<file path="config.mk">
export PLATFORM = sky130hd
export DESIGN_NAME = pipe_ctrl_unit
export DESIGN_NICKNAME = d
export VERILOG_FILES = /design/src/rtl/pipe_ctrl_unit.sv
export SDC_FILE = /design/constraint.sdc
export NUM_CORES = 1
export LEC_CHECK = 0
export CORE_MARGIN = 2
export CORE_UTILIZATION = 40
export DETAILED_ROUTE_END_ITERATION = 8
export PLACE_DENSITY = 0.75
export SLEW_MARGIN = 20
export SYNTH_ARGS = -nofsm -noshare
export SYNTH_HDL_FRONTEND = slang
export SYNTH_SLANG_ARGS = --single-unit
</file>
<file path="constraint.sdc">
create_clock -name clk -period 1.8 [get_ports clk]
set_clock_uncertainty 0.05 [all_clocks]
set_input_delay 0.18 -clock clk [delete_from_list [all_inputs] [get_ports clk]]
set_output_delay 0.18 -clock clk [all_outputs]
set_load 0.05 [all_outputs]
</file>
<file path="src/rtl/pipe_ctrl_unit.sv">
`timescale 1ns/1ps
`default_nettype none
// +--------------------------------------------------------------------------+
// | Module      : pipe_ctrl_unit                                             |
// | Description : Control unit for a 5-stage RISC-V pipeline. It decodes the |
// |               opcode in ID and carries the control bits and register     |
// |               indices through ID/EX, EX/MEM and MEM/WB. It also          |
// |               generates the load-use stall, the taken-branch flush and   |
// |               the EX operand-forward selects. The datapath holds the     |
// |               data; this block holds all control state.                  |
// | Revision    : 1.0 - initial release                                      |
// +--------------------------------------------------------------------------+
// | Ports                                                                    |
// |   clk, reset            clock, synchronous active-high reset             |
// |   opcode_id             opcode of the instruction in ID                  |
// |   rs1_id/rs2_id/rd_id   register fields in ID                            |
// |   alu_zero_ex           ALU zero flag of the instruction in EX           |
// |   ex_*                  EX-stage controls and source indices             |
// |   mem_*                 MEM-stage controls and destination index         |
// |   wb_*                  WB-stage controls and destination index          |
// |   fwd_a/fwd_b           00 regfile, 10 EX/MEM, 01 MEM/WB                 |
// |   pc_write/ifid_write   PC and IF/ID load enables                        |
// |   ifid_flush            clear IF/ID on this edge                         |
// |   branch_taken          select branch target for PC                      |
// |   illegal_op            ID opcode not recognised (combinational)         |
// +--------------------------------------------------------------------------+
// | Build option                                                             |
// |   PCU_FORWARDING_EN defined  : EX operand forwarding is enabled.         |
// |   PCU_FORWARDING_EN undefined: forwarding selects are tied to 00, and    |
// |                                ID stalls on any RAW against ID/EX or     |
// |                                EX/MEM until the producer is in MEM/WB.   |
// +--------------------------------------------------------------------------+
module pipe_ctrl_unit #(
   parameter int         REG_AW      = 5,
   parameter int         ALUOP_W     = 2,
   parameter logic [6:0] DOUBLEI_OPC = 7'b0101011
) (
   input  logic               clk,
   input  logic               reset,
   input  logic [6:0]         opcode_id,
   input  logic [REG_AW-1:0]  rs1_id,
   input  logic [REG_AW-1:0]  rs2_id,
   input  logic [REG_AW-1:0]  rd_id,
   input  logic               alu_zero_ex,
   output logic               ex_alu_src,
   output logic [ALUOP_W-1:0] ex_alu_op,
   output logic [REG_AW-1:0]  ex_rs1,
   output logic [REG_AW-1:0]  ex_rs2,
   output logic               mem_read,
   output logic               mem_write,
   output logic [REG_AW-1:0]  mem_rd,
   output logic               wb_reg_write,
   output logic               wb_mem_to_reg,
   output logic [REG_AW-1:0]  wb_rd,
   output logic [1:0]         fwd_a,
   output logic [1:0]         fwd_b,
   output logic               pc_write,
   output logic               ifid_write,
   output logic               ifid_flush,
   output logic               branch_taken,
   output logic               illegal_op
);

   localparam logic [6:0] C_OPC_R    = 7'b0110011;
   localparam logic [6:0] C_OPC_IALU = 7'b0010011;
   localparam logic [6:0] C_OPC_LW   = 7'b0000011;
   localparam logic [6:0] C_OPC_SW   = 7'b0100011;
   localparam logic [6:0] C_OPC_BEQ  = 7'b1100011;

   typedef struct packed {
      logic               alu_src;
      logic               mem_to_reg;
      logic               reg_write;
      logic               mem_read;
      logic               mem_write;
      logic               branch;
      logic [ALUOP_W-1:0] alu_op;
      logic [REG_AW-1:0]  rs1;
      logic [REG_AW-1:0]  rs2;
      logic [REG_AW-1:0]  rd;
   } idex_t;

   typedef struct packed {
      logic              mem_to_reg;
      logic              reg_write;
      logic              mem_read;
      logic              mem_write;
      logic [REG_AW-1:0] rd;
   } exmem_t;

   typedef struct packed {
      logic              mem_to_reg;
      logic              reg_write;
      logic [REG_AW-1:0] rd;
   } memwb_t;

   idex_t  idex_d,  idex_q;
   exmem_t exmem_d, exmem_q;
   memwb_t memwb_d, memwb_q;

   idex_t  dec;
   logic   use_rs1;
   logic   use_rs2;
   logic   dec_illegal;
   logic   hz;
   logic   taken;

   // ID decode. An unrecognised opcode decodes to a full bubble, indices included.
   always_comb begin
      dec         = '0;
      use_rs1     = 1'b0;
      use_rs2     = 1'b0;
      dec_illegal = 1'b0;
      case (opcode_id)
         C_OPC_R: begin
            dec.reg_write = 1'b1;
            dec.alu_op    = ALUOP_W'(2'b10);
            use_rs1       = 1'b1;
            use_rs2       = 1'b1;
         end
         C_OPC_IALU: begin
            dec.alu_src   = 1'b1;
            dec.reg_write = 1'b1;
            dec.alu_op    = ALUOP_W'(2'b10);
            use_rs1       = 1'b1;
         end
         C_OPC_LW: begin
            dec.alu_src    = 1'b1;
            dec.mem_to_reg = 1'b1;
            dec.reg_write  = 1'b1;
            dec.mem_read   = 1'b1;
            use_rs1        = 1'b1;
         end
         C_OPC_SW: begin
            dec.alu_src   = 1'b1;
            dec.mem_write = 1'b1;
            use_rs1       = 1'b1;
            use_rs2       = 1'b1;
         end
         C_OPC_BEQ: begin
            dec.branch = 1'b1;
            dec.alu_op = ALUOP_W'(2'b01);
            use_rs1    = 1'b1;
            use_rs2    = 1'b1;
         end
         DOUBLEI_OPC: begin
            dec.alu_src   = 1'b1;
            dec.reg_write = 1'b1;
            dec.alu_op    = ALUOP_W'(2'b11);
            use_rs1       = 1'b1;
         end
         default: dec_illegal = 1'b1;
      endcase
      if (!dec_illegal) begin
         dec.rs1 = rs1_id;
         dec.rs2 = rs2_id;
         dec.rd  = rd_id;
      end
   end

   // Hazard detection against the sources the ID instruction actually reads.
   always_comb begin
      logic idex_match;
      logic exmem_match;
      idex_match  = (idex_q.rd != '0) &&
                    ((use_rs1 && (idex_q.rd == rs1_id)) ||
                     (use_rs2 && (idex_q.rd == rs2_id)));
      exmem_match = (exmem_q.rd != '0) &&
                    ((use_rs1 && (exmem_q.rd == rs1_id)) ||
                     (use_rs2 && (exmem_q.rd == rs2_id)));
`ifdef PCU_FORWARDING_EN
      hz = idex_q.mem_read && idex_match;
`else
      // Without forwarding any in-flight producer blocks ID until it reaches
      // MEM/WB, where the register file bypass supplies the value.
      hz = (idex_q.reg_write && idex_match) ||
           (exmem_q.reg_write && exmem_match);
`endif
      taken = idex_q.branch && alu_zero_ex;
   end

   // Next-state: a taken branch or a stall replaces the ID instruction with a bubble.
   always_comb begin
      idex_d = (taken || hz) ? '0 : dec;

      exmem_d.mem_to_reg = idex_q.mem_to_reg;
      exmem_d.reg_write  = idex_q.reg_write;
      exmem_d.mem_read   = idex_q.mem_read;
      exmem_d.mem_write  = idex_q.mem_write;
      exmem_d.rd         = idex_q.rd;

      memwb_d.mem_to_reg = exmem_q.mem_to_reg;
      memwb_d.reg_write  = exmem_q.reg_write;
      memwb_d.rd         = exmem_q.rd;
   end

   always_ff @(posedge clk) begin
      if (reset) begin
         idex_q  <= '0;
         exmem_q <= '0;
         memwb_q <= '0;
      end else begin
         idex_q  <= idex_d;
         exmem_q <= exmem_d;
         memwb_q <= memwb_d;
      end
   end

`ifdef PCU_FORWARDING_EN
   function automatic logic [1:0] fwd_sel(
      input logic [REG_AW-1:0] src,
      input logic              em_rw,
      input logic [REG_AW-1:0] em_rd,
      input logic              mw_rw,
      input logic [REG_AW-1:0] mw_rd
   );
      // EX/MEM holds the younger result, so it is checked first.
      if (em_rw && (em_rd != '0) && (em_rd == src)) begin
         return 2'b10;
      end else if (mw_rw && (mw_rd != '0) && (mw_rd == src)) begin
         return 2'b01;
      end
      return 2'b00;
   endfunction
`endif

   // Outputs
   always_comb begin
      ex_alu_src    = idex_q.alu_src;
      ex_alu_op     = idex_q.alu_op;
      ex_rs1        = idex_q.rs1;
      ex_rs2        = idex_q.rs2;
      mem_read      = exmem_q.mem_read;
      mem_write     = exmem_q.mem_write;
      mem_rd        = exmem_q.rd;
      wb_reg_write  = memwb_q.reg_write;
      wb_mem_to_reg = memwb_q.mem_to_reg;
      wb_rd         = memwb_q.rd;
      illegal_op    = dec_illegal;

      pc_write     = !reset && (taken || !hz);
      ifid_write   = !reset && (taken || !hz);
      ifid_flush   = !reset && taken;
      branch_taken = !reset && taken;

      fwd_a = 2'b00;
      fwd_b = 2'b00;
`ifdef PCU_FORWARDING_EN
      if (!reset) begin
         fwd_a = fwd_sel(idex_q.rs1, exmem_q.reg_write, exmem_q.rd,
                         memwb_q.reg_write, memwb_q.rd);
         fwd_b = fwd_sel(idex_q.rs2, exmem_q.reg_write, exmem_q.rd,
                         memwb_q.reg_write, memwb_q.rd);
      end
`endif
   end

endmodule
`default_nettype wire

</file>
After elaboration in Yosys (flattened, before gate mapping)
Cells that the tools add are included.
{ "word_totals": {"elab_cells": 63, "out_inout_bits": 36, "input_bits": 25, "reg_bits": 37} }
{ "op_classes": {"n_bitwise": 1, "n_eq_ne": 10, "n_reduce_logical": 27, "muxes": 9} }
{ "op_table": {"columns": ["operator", "n"], "rows": [
  ["7-bit by 6-bit equality test with 1-bit output, second input constant", 3],
  ["5-bit equality test", 4],
  ["1-bit logical AND", 11],
  ["5-bit nonzero test", 2],
  ["1-bit 2-to-1 mux", 8],
  ["4-bit OR reduction", 2],
  ["7-bit by 2-bit equality test with 1-bit output, second input constant", 1],
  ["7-bit by 5-bit equality test with 1-bit output, second input constant", 1],
  ["7-bit equality test, second input constant", 1],
  ["2-bit one-hot mux with 3 select lines", 1],
  ["3-bit OR reduction", 2],
  ["6-bit OR reduction", 1],
  ["1-bit logical OR", 5],
  ["2-bit OR reduction", 2],
  ["1-bit logical NOT", 2],
  ["1-bit inverter", 1]
]} }

Logic depth before layout (Yosys ltp)
{ "logic_depth": {"ltp_word": 11, "ltp_mapped": 6, "depth_no_buf": 5} }

Worst setup path before layout
Ideal clock, no wire load.
{ "synth_timing": {"path_type": "in2out", "startpoint": "input port opcode_id[3]", "endpoint": "output port pc_write", "required_ns": 1.570, "cell_stages": 6, "arrival_time_ns": 3.739, "slack_ns": -2.169, "n_path_buf": 2, "cell_sequence": "clkbuf_1 nor2_1 o21ai_0 a221oi_1 a211oi_1 buf_4"} }
{ "synth_between": {"elab_chain_len": 11, "elab_cells_between_ends": 24, "cone_classes": "eq/ne (6); mux (2); reduce/logical (16)"} }
{ "synth_lines": {"columns": ["element", "line", "text"], "rows": [
  ["start, declared", "40", "input logic [6:0] opcode_id,"],
  ["7-bit equality test (tied with other cells)", "114", "case (opcode_id)"],
  ["6-bit OR reduction (no line) / 3-bit OR reduction (equally long branches)", null, null],
  ["1-bit 2-to-1 mux", "114", null],
  ["1-bit logical AND, on equally long branches", null, null],
  ["1-bit logical OR, on equally long branches", "166, 169", null],
  ["1-bit logical AND, on equally long branches", "165, 168", null],
  ["1-bit logical AND, on equally long branches", "176, 177", null],
  ["1-bit logical OR (*)", "176", "hz = (idex_q.reg_write && idex_match) ||"],
  ["1-bit logical NOT (*)", null, null],
  ["1-bit logical OR (*)", null, null],
  ["1-bit logical AND (*)", null, null],
  ["end, declared", "57", "output logic pc_write,"]
]} }
Every way passes the cells marked *; elsewhere a longest branch is shown, timed or not.

Worst setup path after layout
{ "layout_timing": {"startpoint": "register idex_q, in the netlist exmem_d[1]", "endpoint": "output port pc_write"} }
{ "layout_between": {"elab_chain_len": 9, "elab_cells_between_ends": 12, "cone_classes": "eq/ne (2); reduce/logical (10)"} }
{ "layout_lines": {"columns": ["element", "line", "text"], "rows": [
  ["start, declared", "97", "idex_t idex_d, idex_q;"],
  ["start signal, assigned", "203", "idex_q <= idex_d;"],
  ["5-bit equality test, on equally long branches", "166, 167", null],
  ["1-bit logical AND, on equally long branches", "166, 167", null],
  ["1-bit logical OR", "166", "((use_rs1 && (idex_q.rd == rs1_id)) ||"],
  ["1-bit logical AND (*)", "165", "idex_match = (idex_q.rd != '0) &&"],
  ["1-bit logical AND (*)", "176", null],
  ["1-bit logical OR (*)", "176", null],
  ["1-bit logical NOT (*)", "241", "pc_write = !reset && (taken || !hz);"],
  ["1-bit logical OR (*)", "241", null],
  ["1-bit logical AND (*)", "241", null]
]} }
Marked as above.

==> key figures <==
Clock tree
  – H-tree depth: 2
  – CTS root buf: clkbuf_8
  – Clock insertion delay at the later pin of the skew report: 290 ps
  – Clock Sinks: 37
  – Longest Clk Path Bufs: 2
  – Clock slew at reported path FFs: 70 ps
  – Cts bufs inserted: 5
  – TritonCTS clock tree: done

Synthesis
  – Synth area leaders: dfxtp_1 42%, buf_4 10%, xnor2_1 8.5%
  – Sequential area share after synthesis: 0.423
  – Synth Instances: 187
  – Post-synth top area cell: dfxtp_1
  – Warnings, synthesis: 0
  – Flops & latches, synth: 37
  – Distinct cells, synth: 33
  – Asr flop ratio synth: 0
  – Syn_area_per_cell: 9.36 um2
  – Post-synth EDFFs: 0
  – Commonest register cell after synthesis: dfxtp_1
  – Synth Cell Area: 1750 um2
  – Top-area cell type share of the netlist area: 0.423

Placement
  – PortBufs: 56
  – DP HPWL: 3000 um
  – Placed insts: 299
  – Dpl cell area: 2450 um2
  – Post-Place Worst Slack: -630 ps
  – Placer's final routability congestion estimate: 0.875

Cells and area
  – Layout Cells excl Fill: 309
  – Area Growth Syn to Fin: 52.3%
  – Final instance area: 2670 um2
  – Max reg flops: 8
  – N_diodes: 0
  – Fin nets: 282
  – Layout cell share with drive strength beyond 1: 0.296

Min path
  – Worst hold-check path type: in -> reg
  – Hold depth: 3

Power and ir drop
  – Reg power frac: 0.499
  – Clock Power Share: 0.349
  – Switch share: 0.248
  – Internal Power: 1240 uW
  – Leak pwr: 0.00108 uW
  – Cell Pwr Density: 620 nW/um2
  – Sw Pwr: 409 uW
  – Combinational Power Share: 0.152
  – Maximum vdd drop: 0.245 mV

Floorplan
  – Rows: 24
  – Die Area: 4920 um2
  – # IOs: 61
  – Core ar.: 4290 um2
  – Initial Util: 0.408
  – Die width: 70.2 um
  – Die Span Y: 70.2 um

Run status
  – Status: finished with violations
  – Failing checks: setup timing

Global route
  – Largest net degree at the start of global routing: 23
  – GRT overflow: 0
  – Vias in the first global route: 1471
  – GRT Util Overall: 0.171
  – First-pass GRT wire length: 6520 um
  – Antenna violations before repair: 0

Timing
  – Setup WS post-layout: -466 ps
  – Post-layout min period: 2270 ps
  – Slew Viols, Final: 0
  – Relative slew slack: 0.664
  – Slew @ Worst Pin: 502 ps
  – Worst Hold Margin: 257 ps
  – Tcrit/Tclk final: 1.26
  – RSZ-0062 raised after global routing: yes
  – # setup viols final: 24
  – Setup TNS: -4920 ps
  – Fmax: 441 MHz
  – Endpoints failing hold: 0

Setup path
  – Worst Path Required: 1570 ps
  – Critical path peak fanout: 2
  – Slowest stage delay, CP: 540 ps
  – Critical Path, Cell by Cell: or4_4 > nor2_4 > nor4_2 > a41o_1 > a211oi_4 > buf_6
  – Critical setup path kind: reg -> out
  – CP Capture Type: primary output
  – Worst r2r path cells: 5
  – Critical path launch point type: flip-flop
  – Reg-to-reg slack, setup: -280 ps
  – Critical path arrival: 2040 ps
  – Worst path slowest cell: or4_4

Routing
  – DRC: 0
  – Initial DRC count: 63
  – DR vias: 1429
  – DR pass1 iterations: 4
  – Via-per-instance ratio: 4.62
  – DRT antenna net count: 0
  – Routed wire length: 3900 um
  – DR WL/cell: 12.6 um

Job
  – Max Cap Viol: 0
-- layer usage --
metal | vias to the layer above | wire length [um] | track usage
li1 | 735 | - | -
met1 | 637 | 1650 | 0.193
met2 | 50 | 1920 | 0.297
met3 | 7 | 250 | 0.0519
met4 | 0 | 75 | 0.0769
met5 | - | 0 | 0
-- critical path: cells and delay by family, from the launching register on --
family                 cells  cell delay (ps)
AND/OR/NAND/NOR            3              690
flip-flops                 1              350
AO/OA/AOI/OAI              2              500
buffers and inverters      1              200
-- per-stage QoR --
stage | utilization | total power (uW)
final | 0.621 | 1650
after global routing | 0.621 | 1730
after CTS | 0.604 | 1650
after detailed placement | 0.571 | 1080
after global placement | 0.571 | 1080
after floorplan | - | 984
-- final cells by class --
| class | count | area [um2] |
|---|---|---|
| fillers | 355 | 1630 |
| multi-input cells | 110 | 867 |
| repair buffers | 88 | 842 |
| flip-flops and latches | 37 | 749 |
| clock buffers | 7 | 86.3 |
| well taps | 52 | 65.1 |
| inverters | 15 | 56.3 |
-- path summary, 6_finish.rpt --
path | endpoint | from
worst max-delay path | pc_write | exmem_d[1]
worst min-delay path | ex_rs1[2] | rs1_id[2]
worst max register to register | ex_alu_src | exmem_d[1]
worst min register to register | mem_write | exmem_d[5]
-- what timing repair did --
action,in CTS,in global routing
endpoints found under the setup margin,24,25
pin swaps,5,1
hold endpoints to repair,0,0
cloned,0,0
buffers inserted,3,1
hold buffers,0,0
resized for setup,15,10
-- synthesized netlist by cell type, types with 2 or more instances --
library cell,n
buf_4,24
nor2_1,7
o21ai_1,2
nand3_1,10
o21ai_0,2
nor3_1,19
nor2b_1,16
inv_1,15
nand2_1,5
xnor2_1,17
dfxtp_1,37
xor2_1,5
buf_6,2
or4_1,6
clkbuf_1,2
-- cells in the final DEF (no fill, tap or decap), types with 5 or more instances in the layout --
cell and n:
buf_12 5, buf_4 35, clkbuf_8 6, clkdlybuf4s50_1 43, dfxtp_1 32, inv_1 15
nand2_1 5, nand3_1 10, nor2b_1 16, nor3_1 19, xnor2_1 14, xor2_1 5
-- logic make-up (layout without fill, tap and decap cells) --
family / Yosys count / count (layout) / synth area share
simple gates: 74 / 74 / 0.268
xor+xnor: 22 / 22 / 0.110
other cells: 1 / 4 / 0.00214
flops: 37 / 37 / 0.423
compound gates: 9 / 9 / 0.0386
buf+inv: 43 / 110 / 0.152
mux: 1 / 1 / 0.00572
-- power groups by stage --
stage / clock network (uW) / logic, uW / registers [uW]
3_5_place_dp: 0 / 238 / 845
6_report: 576 / 251 / 826
2_1_floorplan: 0 / 137 / 848
5_1_grt: 631 / 270 / 825
3_3_place_gp: 0 / 235 / 845
4_1_cts: 585 / 243 / 825
Power figures use the tool's default switching activity.
